## src/rtl/exc_defs.sv

```systemverilog
// Shared constants for the exception-entry controller: FSM state codes,
// memory-address mux select codes and latched cause codes, plus the
// priority encoder and cause-to-vector mapping used by the control unit.
package exc_defs;

  // FSM state encoding
  localparam logic [2:0] ST_IDLE = 3'd0;
  localparam logic [2:0] ST_SAVE = 3'd1;
  localparam logic [2:0] ST_WAIT = 3'd2;
  localparam logic [2:0] ST_LOAD = 3'd3;
  localparam logic [2:0] ST_DONE = 3'd4;

  // Memory-address mux select codes (PC, and the three handler vector slots)
  localparam logic [2:0] SEL_PC      = 3'b001;
  localparam logic [2:0] SEL_VEC_OPC = 3'b011;  // address 253
  localparam logic [2:0] SEL_VEC_OVF = 3'b100;  // address 254
  localparam logic [2:0] SEL_VEC_DIV = 3'b101;  // address 255

  // Latched cause codes
  localparam logic [1:0] CAUSE_NONE = 2'b00;
  localparam logic [1:0] CAUSE_OPC  = 2'b01;
  localparam logic [1:0] CAUSE_OVF  = 2'b10;
  localparam logic [1:0] CAUSE_DIV  = 2'b11;

  // Priority: overflow beats divide-by-zero beats invalid opcode.
  function automatic logic [1:0] prio_cause(input logic ovf, input logic div,
                                            input logic opc);
    logic [1:0] c;
    c = CAUSE_NONE;
    if (ovf)      c = CAUSE_OVF;
    else if (div) c = CAUSE_DIV;
    else if (opc) c = CAUSE_OPC;
    return c;
  endfunction

  // Handler vector slot for a latched cause; NONE falls back to the PC path.
  function automatic logic [2:0] vec_sel(input logic [1:0] cause);
    logic [2:0] s;
    case (cause)
      CAUSE_OPC: s = SEL_VEC_OPC;
      CAUSE_OVF: s = SEL_VEC_OVF;
      CAUSE_DIV: s = SEL_VEC_DIV;
      default:   s = SEL_PC;
    endcase
    return s;
  endfunction

endpackage

```

## src/rtl/exception_ctrl.sv

```systemverilog
// Exception-entry sequencer: saves EPC, reads the handler vector byte from
// memory and loads it into PC. Entry takes MEM_LAT+3 cycles after the request
// edge; new requests are ignored while busy (main control stalls on busy).
module exception_ctrl
  import exc_defs::*;
#(
  parameter int          MEM_LAT    = 2,      // memory wait cycles, 1..15
  parameter logic [31:0] EPC_OFFSET = 32'd4   // PC is already incremented
) (
  input  logic        clk,
  input  logic        reset_n,
  input  logic        exc_opcode,
  input  logic        exc_overflow,
  input  logic        exc_divzero,
  input  logic [31:0] pc_in,
  input  logic [31:0] mem_data_in,
  output logic [2:0]  iord_sel,
  output logic [31:0] epc_out,
  output logic        epc_wr,
  output logic [31:0] pc_out,
  output logic        pc_wr,
  output logic [1:0]  cause_out,
  output logic        busy,
  output logic        done
);

  localparam logic [3:0] LP_LAT = 4'(MEM_LAT);

  logic [2:0]  r_state;
  logic [3:0]  r_cnt;
  logic [1:0]  r_cause;
  logic [31:0] r_epc;
  logic [31:0] r_pc;

  logic        w_any_req;
  logic [1:0]  w_cause;
  logic        w_unused_hi;

  assign w_any_req   = exc_opcode | exc_overflow | exc_divzero;
  assign w_cause     = prio_cause(exc_overflow, exc_divzero, exc_opcode);
  // Only the low byte of the vector word carries the handler address.
  assign w_unused_hi = ^mem_data_in[31:8];

  // State sequencing and the memory wait down-counter.
  always_ff @(posedge clk or negedge reset_n) begin
    if (!reset_n) begin
      r_state <= ST_IDLE;
      r_cnt   <= 4'd0;
    end else begin
      case (r_state)
        ST_IDLE: if (w_any_req) r_state <= ST_SAVE;
        ST_SAVE: begin
          r_cnt   <= LP_LAT;
          r_state <= ST_WAIT;
        end
        ST_WAIT: begin
          if (r_cnt <= 4'd1) begin
            r_cnt   <= 4'd0;
            r_state <= ST_LOAD;
          end else begin
            r_cnt <= r_cnt - 4'd1;
          end
        end
        ST_LOAD: r_state <= ST_DONE;
        ST_DONE: r_state <= ST_IDLE;
        default: r_state <= ST_IDLE;
      endcase
    end
  end

  // Cause and EPC are captured on the accepting edge so both are stable
  // for the whole SAVE cycle in which EPC is written.
  always_ff @(posedge clk or negedge reset_n) begin
    if (!reset_n) begin
      r_cause <= CAUSE_NONE;
      r_epc   <= 32'd0;
    end else if (r_state == ST_IDLE && w_any_req) begin
      r_cause <= w_cause;
      r_epc   <= pc_in - EPC_OFFSET;
    end
  end

  // Handler byte is captured on the last wait edge, valid through LOAD.
  always_ff @(posedge clk or negedge reset_n) begin
    if (!reset_n) begin
      r_pc <= 32'd0;
    end else if (r_state == ST_WAIT && r_cnt <= 4'd1) begin
      r_pc <= {24'd0, mem_data_in[7:0]};
    end
  end

  // Moore decode of strobes and the address mux select.
  always_comb begin
    iord_sel = SEL_PC;
    epc_wr   = 1'b0;
    pc_wr    = 1'b0;
    done     = 1'b0;
    busy     = (r_state != ST_IDLE);
    if (r_state != ST_IDLE) iord_sel = vec_sel(r_cause);
    case (r_state)
      ST_SAVE: epc_wr = 1'b1;
      ST_LOAD: pc_wr  = 1'b1;
      ST_DONE: done   = 1'b1;
      default: ;
    endcase
  end

  assign epc_out   = r_epc;
  assign pc_out    = r_pc;
  assign cause_out = r_cause;

endmodule

```

## config.mk

```make
export PLATFORM = sky130hd
export DESIGN_NAME = exception_ctrl
export DESIGN_NICKNAME = d
export VERILOG_FILES = /design/src/rtl/exc_defs.sv /design/src/rtl/exception_ctrl.sv
export SDC_FILE = /design/constraint.sdc
export NUM_CORES = 1
export LEC_CHECK = 0
export BUFFER_PORTS_ARGS = -buffer_cell sky130_fd_sc_hd__buf_2
export CORE_AREA = 2 2 99 101
export CTS_CLUSTER_SIZE = 8
export DETAILED_ROUTE_END_ITERATION = 8
export DIE_AREA = 0 0 101 103
export GPL_TIMING_DRIVEN = 0
export PLACE_DENSITY = 0.67
export SYNTH_ARGS = -nofsm -noshare
export SYNTH_HDL_FRONTEND = slang
export SYNTH_SLANG_ARGS = --single-unit
```

## constraint.sdc

```tcl
create_clock -name clk -period 2.51 [get_ports clk]
set_input_delay 0.3765 -clock clk [delete_from_list [all_inputs] [get_ports clk]]
set_output_delay 0.3765 -clock clk [all_outputs]
set_load 0.005 [all_outputs]
```

# After elaboration in Yosys (flattened, before gate mapping)

Index checks and enable logic that the tools add are counted.

Flip-flop bits (word level): 49
Logic and storage cells: 38
Input bits: 69

Reduce and logical (&&, ||, !) cells: 6
Eq/ne operators: 9
Muxes and demuxes: 13
Bitwise logic cells: 2
Magnitude comparators: 1
$add $sub $neg: 2

Operator list:

| operator                                                               | count |
|---|---|
| 32-bit by 3-bit subtractor with 32-bit output (second input constant)  | 1 |
| 3-bit case mux with 4 select lines                                     | 1 |
| 3-bit two-way mux                                                      | 3 |
| 3-bit case mux with 3 select lines                                     | 1 |
| 4-bit case mux with 2 select lines                                     | 1 |
| 3-bit by 2-bit == test with 1-bit output (second input constant)       | 2 |
| 2-bit == test (second input constant)                                  | 2 |
| 4-bit by 1-bit <= comparator with 1-bit output (second input constant) | 1 |
| 1-bit two-way mux                                                      | 4 |
| 2-bit two-way mux                                                      | 2 |
| 4-bit two-way mux                                                      | 1 |
| 2-bit inequality test (second input constant)                          | 2 |
| 4-bit by 1-bit subtractor with 4-bit output (second input constant)    | 1 |
| 3-bit by 1-bit == test with 1-bit output (second input constant)       | 1 |
| 3-bit == test (second input constant)                                  | 1 |
| 3-bit zero test                                                        | 1 |
| 3-bit nonzero test                                                     | 1 |
| 2-bit by 1-bit == test with 1-bit output (second input constant)       | 1 |
| 1-bit logical AND                                                      | 2 |
| 1-bit OR                                                               | 2 |
| 2-bit AND reduction                                                    | 1 |
| 2-bit nonzero test                                                     | 1 |

# Logic depth before layout (Yosys ltp)

Depth after elaboration: 4
Mapped depth: 8
Depth with buffers taken out: 7

# Least setup slack after synthesis

OpenSTA, ideal clock, no wires.

Path kind: input -> register
From: input port pc_in[3]
To: register r_epc[31] (netlist: epc_out[31])
Path buffers: 1
Setup slack: 738 ps
Arrival: 1644 ps
Stages on the path: 6
Cells stage by stage: or4_4 nor4_4 buf_6 nand4b_1 xor2_1 o21ai_2

Longest elaborated chain between the ends: 1

RTL lines:

| item                                          | RTL line             | RTL |
|---|---|---|
| start, declared                               | exception_ctrl.sv:15 | `input logic [31:0] pc_in,` |
| 32-bit by 3-bit subtractor with 32-bit output | exception_ctrl.sv:79 | `r_epc <= pc_in - EPC_OFFSET;` |
| end signal, assigned                          | exception_ctrl.sv:79 |  |
| end, declared                                 | exception_ctrl.sv:32 | `logic [31:0] r_epc;` |

No other way between the ends.
A chain may end at the register's enable or synchronous reset.

# Worst setup path after layout

From: register r_state[2]
To: register r_epc[26] (netlist: epc_out[26])

Longest elaborated chain between the ends: 2

RTL lines:

| item                   | RTL line             | RTL |
|---|---|---|
| start, declared        | exception_ctrl.sv:29 | `logic [2:0] r_state;` |
| start signal, assigned | exception_ctrl.sv:47 | `r_state <= ST_IDLE;` |
| start signal, assigned | exception_ctrl.sv:51 | `ST_IDLE: if (w_any_req) r_state <= ST_SAVE;` |
| start signal, assigned | exception_ctrl.sv:54 | `r_state <= ST_WAIT;` |
| 3-bit zero test        | exception_ctrl.sv:77 | `end else if (r_state == ST_IDLE && w_any_req) begin` |
| 1-bit logical AND      | exception_ctrl.sv:77 |  |

No other way between the ends.

==> reports/summary.log <==
qor: clock_network.worst_skew_pair.late_latency 300 ps
qor: die.design.portCount 142
qor: pwr.maximum_ir_drop_on_the_vdd_rail 305 µV
qor: worst_setup_path.logic_depth_of_the_worst_register_to_register_path 7
qor: sta.worst_slew_pin_slew 1120 ps
qor: grt.grt_pass1_vias 2261
qor: sta.fin_worst_skew 14.0 ps
qor: clock_network.tritoncts built
qor: sta.hold_violations 0
qor: status.outcome completed
qor: final_layout.fillerInstances 1020
qor: routing.post_drt_wl_per_cell 12.5 µm
qor: clock_network.clockRootBuffer sky130_fd_sc_hd__clkbuf_8
qor: routing.first_pass_iters 4
qor: worst_setup_path.r2r_end epc_out[26]
qor: die.floorplan.die.width 101 µm
qor: pwr.power.density 1000 nW/µm²
qor: worst_setup_path.timing.critical_path.slowest_cell_delay 430 ps
qor: pwr.total_leakage_power 0.00172 µW
qor: worst_hold_path.min-delay-path-class in -> async
qor: sta.fin_setup_tns 0 ps
qor: worst_setup_path.worst-path-max-fanout 10
qor: synthesis.yosysSeqAreaShare 44.8%
qor: grt.groute.usage.overall 13.1%
qor: synthesis.yosys_register_bits 49
qor: final_layout.layoutNonFillerInstCount 535
qor: final_layout.num_antenna_cells 0
qor: sta.fin_worst_hold_slack 265 ps
qor: grt.largest_net_degree_at_the_start_of_global_routing 50
qor: worst_setup_path.crit_path_start_kind flop
qor: grt.grt_antenna_before_repair 0
qor: die.core 9460 µm²
qor: placed_design.place.port_buffers 93
qor: sta.max_freq 468 MHz
qor: placed_design.gp_congestion 0.771
qor: sta.period_minus_slack 2140 ps
qor: routing.route.detailed.vias_per_inst 4.40
qor: grt.globalRoute.totalOverflow 0
qor: placed_design.dp_worst_setup_slack 197 ps
qor: clock_network.cts_htree_levels 2
qor: die.die_area 10400 µm²
qor: synthesis.cells_after_synth 298
qor: worst_setup_path.worst-endpoint-arrival 2310 ps
qor: clock_network.cts_resized 0
qor: sta.post_route_worst_setup_slack 374 ps
qor: clock_network.cts-hold-fix-buffers 0
qor: worst_setup_path.slowest_stage sky130_fd_sc_hd__nor3_2
qor: sta.timing.slew.headroom 25.2%
qor: final_layout.nNetsFinal 493
qor: die.die_height 103 µm
qor: final_layout.areaGrowthSynthToFinish 28.6%
qor: worst_setup_path.critical_path.most_common_cell sky130_fd_sc_hd__clkbuf_1
qor: placed_design.number_of_placed_instances_taps_included 528
qor: placed_design.place.detailed.hpwl 5280 µm
qor: sta.grt_setup_unrepaired no
qor: routing.wirelength 6690 µm
qor: clock_network.postCtsSetupRepairBufs 0
qor: final_layout.final_layout_size_suffix_gt1_share 34.4%
qor: die.core.rowCount 36
qor: routing.final_antenna_net_count 0
qor: clock_network.numCtsBuffers 5
qor: clock_network.cts.sink_count 49
qor: grt.wire_length_of_the_first_global_routing_pass 10800 µm
qor: synthesis.post_synthesis_cell_area 2740 µm²
qor: sta.final-max-slew-violation-count 0
qor: worst_setup_path.critical_path.endpoint_type flop
qor: routing.drt_iter0_markers 44
qor: worst_setup_path.timing.critical_path.required 2690 ps
qor: synthesis.netlist-cell-type-count 40
qor: job.max-cap-violations 0
qor: routing.number_of_vias_in_the_routed_layout 2352
qor: sta.setup_violations 0
qor: worst_setup_path.crit_type reg -> reg
qor: clock_network.clockBufferDepth 2
qor: worst_setup_path.timing.critical_path.cells clkbuf_1 > nor3_2 > nand2b_1 > clkbuf_1 > clkbuf_1 > nand2_1 > o21ai_0
qor: routing.drcViolationCount 0
qor: die.floorplan.initialDensity 29.0%
qor: worst_setup_path.critical_path.reg2reg.startpoint r_state[2]
qor: clock_network.cts.reportedPaths.clkPinSlew 100 ps
qor: synthesis.synth_area_per_cell 9.19 µm²
qor: synthesis.yosys_warnings 0
qor: worst_setup_path.regToRegSetupSlack 370 ps
qor: sta.timing.final.crit_share 85.1%
## per-layer routing
layer,GRT usage [%],wire [µm],vias up
met1,16.0,2880,1094
met4,2.49,53,0
met3,3.86,391,5
met2,23.3,3370,58
li1,-,-,1195
met5,0,0,-
## power by group
| group | total, µW | internal, µW | switching [µW] |
|---|---|---|---|
| clock network | 486 | 219 | 267 |
| logic | 1650 | 722 | 923 |
| registers | 1400 | 1190 | 214 |
| total | 3530 | 2130 | 1400 |
## synth_stat cells, drive strengths merged
| library cell | number | area [µm²] |
|---|---|---|
| a21oi | 8 | 40.0 |
| a31oi | 1 | 6.26 |
| and2b | 1 | 7.51 |
| and3 | 2 | 12.5 |
| buf | 27 | 204 |
| clkbuf | 10 | 37.5 |
| conb | 1 | 3.75 |
| dfrtp | 49 | 1230 |
| ha | 3 | 37.5 |
| inv | 10 | 37.5 |
| mux2 | 8 | 90.1 |
| nand2 | 46 | 173 |
| nand2b | 3 | 18.8 |
| nand3 | 7 | 35.0 |
| nand3b | 2 | 15.0 |
| nand4 | 2 | 12.5 |
| nand4b | 4 | 35.0 |
| nor2 | 21 | 86.3 |
| nor2b | 3 | 18.8 |
| nor3 | 11 | 65.1 |
| nor3b | 1 | 7.51 |
| nor4 | 3 | 48.8 |
| nor4b | 2 | 17.5 |
| o21ai | 34 | 181 |
| o22a | 1 | 8.76 |
| o22ai | 3 | 18.8 |
| o31ai | 1 | 7.51 |
| or2 | 1 | 6.26 |
| or3 | 3 | 18.8 |
| or4 | 4 | 33.8 |
| xnor2 | 7 | 61.3 |
| xor2 | 19 | 166 |
## state kept, by name (all words and copies together) (netlist names)
name,count
r_cnt,4
r_state,3
pc_out,8
cause_out,2
epc_out,32
## logic make-up (layout without fill, tap and decap cells)
family          after synthesis  after routing  synth area share [%]
other cells                   1             24                 0.137
buf+inv                      47            147                  10.2
xor+xnor                     26             26                  8.31
flops                        49             49                  44.8
compound gates               48             48                  9.59
simple gates                116            116                  22.3
fa+ha+maj                     3              3                  1.37
mux                           8              8                  3.29
## worst max-delay path by stage
stage	slack, ps	endpoint	cells after the start	startpoint
after CTS	290	epc_out[26]	7	r_state[2]
after global routing	60	epc_out[30]	7	r_state[2]
final	370	epc_out[26]	7	r_state[2]
after detailed placement	200	epc_out[22]	9	pc_in[2]
after floorplan	740	epc_out[31]	6	pc_in[3]
after global placement	260	epc_out[28]	9	pc_in[2]
## worst max-delay path, delay by kind of cell (launching register included)
kind            cells  cell delay, ps
simple gates        3             790
buf+inv             3             770
flops               1             370
compound gates      1              80
## metrics by stage
step | utilization [%] | instance area [µm²] | power [µW]
3_3_place_gp | 36.3 | 3430 | 3040
5_1_grt | 37.2 | 3520 | 3900
3_5_place_dp | 36.3 | 3430 | 3100
4_1_cts | 37.2 | 3520 | 3600
6_report | 37.2 | 3520 | 3530
2_1_floorplan | - | 2830 | 2360
## layout make-up
class | count | area (µm²) | area share (%)
Timing Repair Buffer | 93 | 465 | 13.2
Multi-Input combinational cell | 225 | 1320 | 37.5
Inverter | 10 | 37.5 | 1.07
Buffer | 37 | 241 | 6.85
Tap cell | 114 | 143 | 4.05
Clock inverter | 1 | 7.51 | 0.213
Sequential cell | 49 | 1230 | 34.8
Clock buffer | 6 | 82.6 | 2.34
## cell usage in the layout, fill, tap and decap left out, types with 3 or more instances in the layout
cell type                  count
sky130_fd_sc_hd__dfrtp_1      49
sky130_fd_sc_hd__nor2b_1       3
sky130_fd_sc_hd__a21oi_1       8
sky130_fd_sc_hd__nand3_1       7
sky130_fd_sc_hd__o21ai_2       3
sky130_fd_sc_hd__nor2_1       20
sky130_fd_sc_hd__or4_1         3
sky130_fd_sc_hd__nand2_1      46
sky130_fd_sc_hd__inv_1        10
sky130_fd_sc_hd__xor2_1       19
sky130_fd_sc_hd__xnor2_1       7
sky130_fd_sc_hd__o22ai_1       3
sky130_fd_sc_hd__buf_4        25
sky130_fd_sc_hd__o21ai_0      23
sky130_fd_sc_hd__buf_2        94
sky130_fd_sc_hd__nand4b_1      4
sky130_fd_sc_hd__mux2_2        8
sky130_fd_sc_hd__o21ai_1       8
sky130_fd_sc_hd__clkbuf_1     10
sky130_fd_sc_hd__nor3_1        9
sky130_fd_sc_hd__nand2b_1      3
sky130_fd_sc_hd__clkbuf_8      6
sky130_fd_sc_hd__or3_1         3
sky130_fd_sc_hd__ha_1          3
sky130_fd_sc_hd__conb_1       24
No activity file was read; power rests on OpenSTA's default activity.
